===== config.mk =====
export PLATFORM = sky130hd
export DESIGN_NAME = mutex_arbiter_n
export DESIGN_NICKNAME = d
export VERILOG_FILES = /design/src/rtl/arb_pkg.sv /design/src/rtl/arb_rr_pick.sv /design/src/rtl/mutex_arbiter_n.sv
export SDC_FILE = /design/constraint.sdc
export NUM_CORES = 1
export LEC_CHECK = 0
export BUFFER_PORTS_ARGS = -buffer_cell sky130_fd_sc_hd__buf_4
export CORE_MARGIN = 10
export CORE_UTILIZATION = 53
export CTS_CLUSTER_SIZE = 14
export DETAILED_ROUTE_END_ITERATION = 10
export HOLD_SLACK_MARGIN = 0.15
export PLACE_DENSITY_LB_ADDON = 0.2
export SYNTH_ARGS = -nofsm -noshare
export SYNTH_HDL_FRONTEND = slang
export SYNTH_SLANG_ARGS = --single-unit

===== constraint.sdc =====
create_clock -name clk -period 3.6 [get_ports clk]
set_clock_uncertainty 0.15 [all_clocks]
set_input_delay 0.72 -clock clk [delete_from_list [all_inputs] [get_ports clk]]
set_output_delay 0.72 -clock clk [all_outputs]
set_load 0.02 [all_outputs]

===== src/rtl/arb_pkg.sv =====
// Shared constants, FSM state type and index helper for the mutex arbiter family.
package arb_pkg;

  localparam int ARB_FIXED = 0;
  localparam int ARB_RR    = 1;

  typedef enum logic [1:0] {
    ST_IDLE = 2'd0,
    ST_BUSY = 2'd1,
    ST_GAP  = 2'd2
  } arb_state_e;

  function automatic int onehot2idx(input logic [31:0] oh);
    int idx;
    idx = 0;
    for (int i = 0; i < 32; i++) begin
      if (oh[i]) idx = idx | i;
    end
    return idx;
  endfunction

endpackage


===== src/rtl/arb_rr_pick.sv =====
// Combinational picker: first set bit at or above ptr with wrap (mode=1), or lowest set bit (mode=0).
// Latency: zero cycles, purely combinational.
// Backpressure: none; the caller decides when the winner is consumed.
module arb_rr_pick #(
  parameter int NUM_REQ = 5,
  parameter int IDX_W   = $clog2(NUM_REQ)
) (
  input  logic [NUM_REQ-1:0] req,
  input  logic [IDX_W-1:0]   ptr,
  input  logic               mode,
  output logic [NUM_REQ-1:0] win,
  output logic [IDX_W-1:0]   win_idx,
  output logic               any
);
  import arb_pkg::*;

  logic [NUM_REQ-1:0] hi_mask;
  logic [NUM_REQ-1:0] sel;
  logic [31:0]        wide;
  logic               found;

  always_comb begin
    hi_mask = '0;
    for (int i = 0; i < NUM_REQ; i++) begin
      hi_mask[i] = (i >= int'(ptr));
    end
    // Nothing at or above ptr means the search wraps to the unmasked vector.
    sel = (mode && |(req & hi_mask)) ? (req & hi_mask) : req;

    win   = '0;
    found = 1'b0;
    for (int i = 0; i < NUM_REQ; i++) begin
      if (sel[i] && !found) begin
        win[i] = 1'b1;
        found  = 1'b1;
      end
    end

    wide               = '0;
    wide[NUM_REQ-1:0]  = win;
    win_idx            = IDX_W'(onehot2idx(wide));
    any                = |req;
  end

endmodule


===== src/rtl/mutex_arbiter_n.sv =====
// N-way mutual-exclusion arbiter: registered one-hot grant held until release, one dead cycle between owners.
// Latency: SYNC_STAGES+1 edges request-to-grant from idle; grant drops one edge after release/revocation.
// Backpressure: requesters hold req until served; optional MAX_HOLD revokes a hog when others wait.
module mutex_arbiter_n #(
  parameter int NUM_REQ     = 5,
  parameter int MODE        = 1,
  parameter int MAX_HOLD    = 0,
  parameter int SYNC_STAGES = 2,
  parameter int IDX_W       = $clog2(NUM_REQ)
) (
  input  logic               clk,
  input  logic               rst_n,
  input  logic [NUM_REQ-1:0] req,
  output logic [NUM_REQ-1:0] grant,
  output logic               grant_vld,
  output logic [IDX_W-1:0]   grant_idx,
  output logic               preempt
);
  import arb_pkg::*;

  localparam int HC_W = (MAX_HOLD > 0) ? $clog2(MAX_HOLD + 1) : 1;
  localparam logic [HC_W-1:0] HOLD_MAX = HC_W'(MAX_HOLD);

  logic [NUM_REQ-1:0] req_s;

  generate
    if (SYNC_STAGES == 0) begin : g_nosync
      assign req_s = req;
    end else begin : g_sync
      logic [NUM_REQ-1:0] sync_q [SYNC_STAGES];
      always_ff @(posedge clk or negedge rst_n) begin
        if (!rst_n) begin
          for (int i = 0; i < SYNC_STAGES; i++) sync_q[i] <= '0;
        end else begin
          sync_q[0] <= req;
          for (int i = 1; i < SYNC_STAGES; i++) sync_q[i] <= sync_q[i-1];
        end
      end
      assign req_s = sync_q[SYNC_STAGES-1];
    end
  endgenerate

  arb_state_e         state;
  logic [IDX_W-1:0]   ptr;
  logic [HC_W-1:0]    hold_cnt;
  logic [NUM_REQ-1:0] win;
  logic [IDX_W-1:0]   win_idx;
  logic               any;
  logic               owner_req;
  logic               others;
  logic               revoke;

  arb_rr_pick #(
    .NUM_REQ (NUM_REQ),
    .IDX_W   (IDX_W)
  ) u_pick (
    .req     (req_s),
    .ptr     (ptr),
    .mode    (MODE == ARB_RR),
    .win     (win),
    .win_idx (win_idx),
    .any     (any)
  );

  assign owner_req = |(req_s & grant);
  assign others    = |(req_s & ~grant);
  assign revoke    = (MAX_HOLD > 0) && owner_req && (hold_cnt == HOLD_MAX) && others;
  assign grant_vld = |grant;

  always_ff @(posedge clk or negedge rst_n) begin
    if (!rst_n) begin
      state     <= ST_IDLE;
      grant     <= '0;
      grant_idx <= '0;
      ptr       <= '0;
      hold_cnt  <= '0;
      preempt   <= 1'b0;
    end else begin
      preempt <= 1'b0;
      case (state)
        ST_BUSY: begin
          if (!owner_req || revoke) begin
            grant     <= '0;
            grant_idx <= '0;
            preempt   <= revoke;
            state     <= ST_GAP;
          end else if (hold_cnt != HOLD_MAX) begin
            hold_cnt <= hold_cnt + HC_W'(1);
          end
        end
        default: begin
          // IDLE and the single GAP cycle both arbitrate the same way.
          if (any) begin
            grant     <= win;
            grant_idx <= win_idx;
            hold_cnt  <= '0;
            state     <= ST_BUSY;
            if (MODE == ARB_RR) begin
              ptr <= (win_idx == IDX_W'(NUM_REQ - 1)) ? '0 : win_idx + IDX_W'(1);
            end
          end else begin
            state <= ST_IDLE;
          end
        end
      endcase
    end
  end

endmodule


==> reports/results.tsv <==
metric	value	unit
Die Ht	63.2	um
die width	63.2	um
vias	799	
yosys warns	0	
worst reg2reg path startpoint	ptr[0]	
post-synthesis sequential area ratio	55.6	%
clock root buffer	clkbuf_4	
multiplexer share of the synthesized area	0	%
peak supply drop	0.634	mV
syn nets	99	
first drt pass iteration count	4	
first-pass GRT wire length	3620	um
Finished Cell Area	1180	um^2
Nets	117	
worst skew pair latency	0.30	ns
Rel. slew slack	53.2	%
placed cell area	1120	um^2
row cnt	15	
Max-cap violations	0	
FF+latch count, synth	22	
antenna violations before repair	0	
largest net degree at the start of global routing	23	
postcts setup bufs	0	
hold_buf cts	1	
IO Count	17	
Top delay family on crit path	simple AND/OR/NAND/NOR gates	
ratio of cells with drive above 1 in the final layout	22.4	%
reg2reg setup slack	0.63	ns
# DRC	0	
Clock Pin Slew Worst Setup and Hold Paths	0.12	ns
EDFF count, synth	0	
DP Wirelength	1590	um
Synth Area in XOR/XNOR	0	%
DRT antenna net count	0	
worst endpoint required time	3.68	ns
Worst Path Buf+Inv	0	
CP peak stage delay	0.52	ns
post-CTS sizing	0	
CP Max Fanout	7	
area grow syn2layout	18.9	%
RSZ-0062 raised after global routing	no	
Final Hold Viols	0	
Post-synth ARST share	100	%
Ant. Diodes	0	
DR vias/cell	6.05	
most frequent cells in the layout	22 x dfrtp_1, 15 x buf_4, 12 x nand2_1	
main combinational cell family by area after synthesis	simple AND/OR/NAND/NOR gates	
fillcell total	138	
fin crit share	82.5	%
post-synthesis adder-cell area fraction	2.53	%
vias in the first global route	744	
crit path DAT	3.05	ns
Leakage	0.523	nW
die footprint	4000	um^2
Worst Tran Pin Value	0.695	ns
gpl congestion	0.845	
Clock H-tree levels	1	
grt total ovfl	0	
CP Capture Type	flop	
Setup Crit Path Kind	flop to flop	
mean post-synth cell area	11.0	um^2
slowest cell on the critical path	or4_1	
Synth cell types	34	
CP Cell Sequence	nand2b_2 > and3_4 > o311ai_1 > nand3_1 > or2_2 > ha_1 > or4_1 > a31oi_1	
simple-gate share of the synthesized area	21.2	%
Hold Path Class	flop to flop	
total negative setup slack	0	ns
clock period minus worst slack	2.97	ns
CTS tree	yes	
RR Endpoint	ptr[2]	
Detailed Route Iter0 Violations	41	
clock sinks	22	
status	finished, final reports clean	
IO buf count	15	
Initial Util	56.8	%
CP Launch Type	flop	
Final setup viols	0	
Top FF cell, synth	dfrtp_1	
clock tree buffer depth	2	
synthesized cell area	991	um^2
GR Util All Layers	10.9	%
Mapped Cells	90	
Num CTS Buffers	3	
commonest non-fill, non-tap cell in the layout	dfrtp_1	
hold path endpoint	req_s[2]	
hold depth	0	
HP Start	g_sync.sync_q[7]	
total core area	1750	um^2
worst r2r path cells	8	
Highest Clock Rate	337	MHz
power density over the cells	850	nW/um^2
final wirelength	2160	um
DR WL/cell	16.3	um
Slew Viols, Final	0	
compound-gate portion of the synthesized area	18.1	%
[Yosys cell counts, types with 3 or more instances]
| library cell | number | share of area, % |
|---|---|---|
| nand2_1 | 12 | 4.5 |
| dfrtp_1 | 22 | 56 |
| o21ai_0 | 5 | 2.5 |
| nor2_1 | 6 | 2.3 |
| o31ai_1 | 3 | 2.3 |
| a21oi_1 | 4 | 2.0 |
[cell families after synthesis]
family                     Yosys count
other                                1
and+or+nand+nor                     37
AOI/OAI and AO/OA                   24
buffers and inverters                4
DFF                                 22
adders and majority gates            2
[sequential cells by signal, indices dropped and copies added, names as in the netlist]
register / count
grant_idx: 2
grant: 5
state: 2
ptr: 3
req_s: 5
g_sync.sync_q: 5
[power by group]
part	switching [mW]	internal (mW)
clock network	0.0708	0.112
registers	0.0715	0.310
logic	0.252	0.185
[how the worst max path moves through the flow]
stage                 from  endpoint  slack, ns  cells after the start
finish              ptr[0]    ptr[2]       0.63                      8
global route        ptr[0]    ptr[2]       0.49                      8
CTS                 ptr[0]    ptr[2]       0.66                      8
detailed placement  ptr[0]    ptr[2]       0.70                      8
global placement    ptr[0]    ptr[2]       0.84                      8
floorplan           ptr[1]    ptr[2]       0.94                      9
[final cells by class]
class / count / area (um^2) / share of cell area, %
clock buffers: 3 / 22.5 / 1.91
clock inverters: 1 / 30.0 / 2.55
inverters: 1 / 3.75 / 0.318
multi-input cells: 64 / 418 / 35.5
flip-flops and latches: 22 / 551 / 46.7
well taps: 25 / 31.3 / 2.65
repair buffers: 16 / 123 / 10.4
[metal layers]
layer / track usage (%) / wire [um] / part of all wire, %
met1: 13.5 / 908 / 42
met4: 3.28 / 29 / 1.3
met3: 2.47 / 153 / 7.1
met2: 18.4 / 1070 / 49
met5: 0 / 0 / 0
[metrics by stage]
stage / total power [mW] / setup WS [ns] / hold WS, ns / instances / util (%)
after floorplan: 0.670 / 0.943 / 0.181 / 90 / -
final: 1.00 / 0.629 / 0.212 / 132 / 67.5
after global routing: 1.07 / 0.494 / 0.230 / 132 / 67.5
after CTS: 1.00 / 0.661 / 0.214 / 132 / 67.5
after detailed placement: 0.818 / 0.697 / 0.186 / 127 / 63.9
after global placement: 0.805 / 0.837 / 0.182 / 127 / 63.9
No activity file was read; power rests on OpenSTA's default activity.
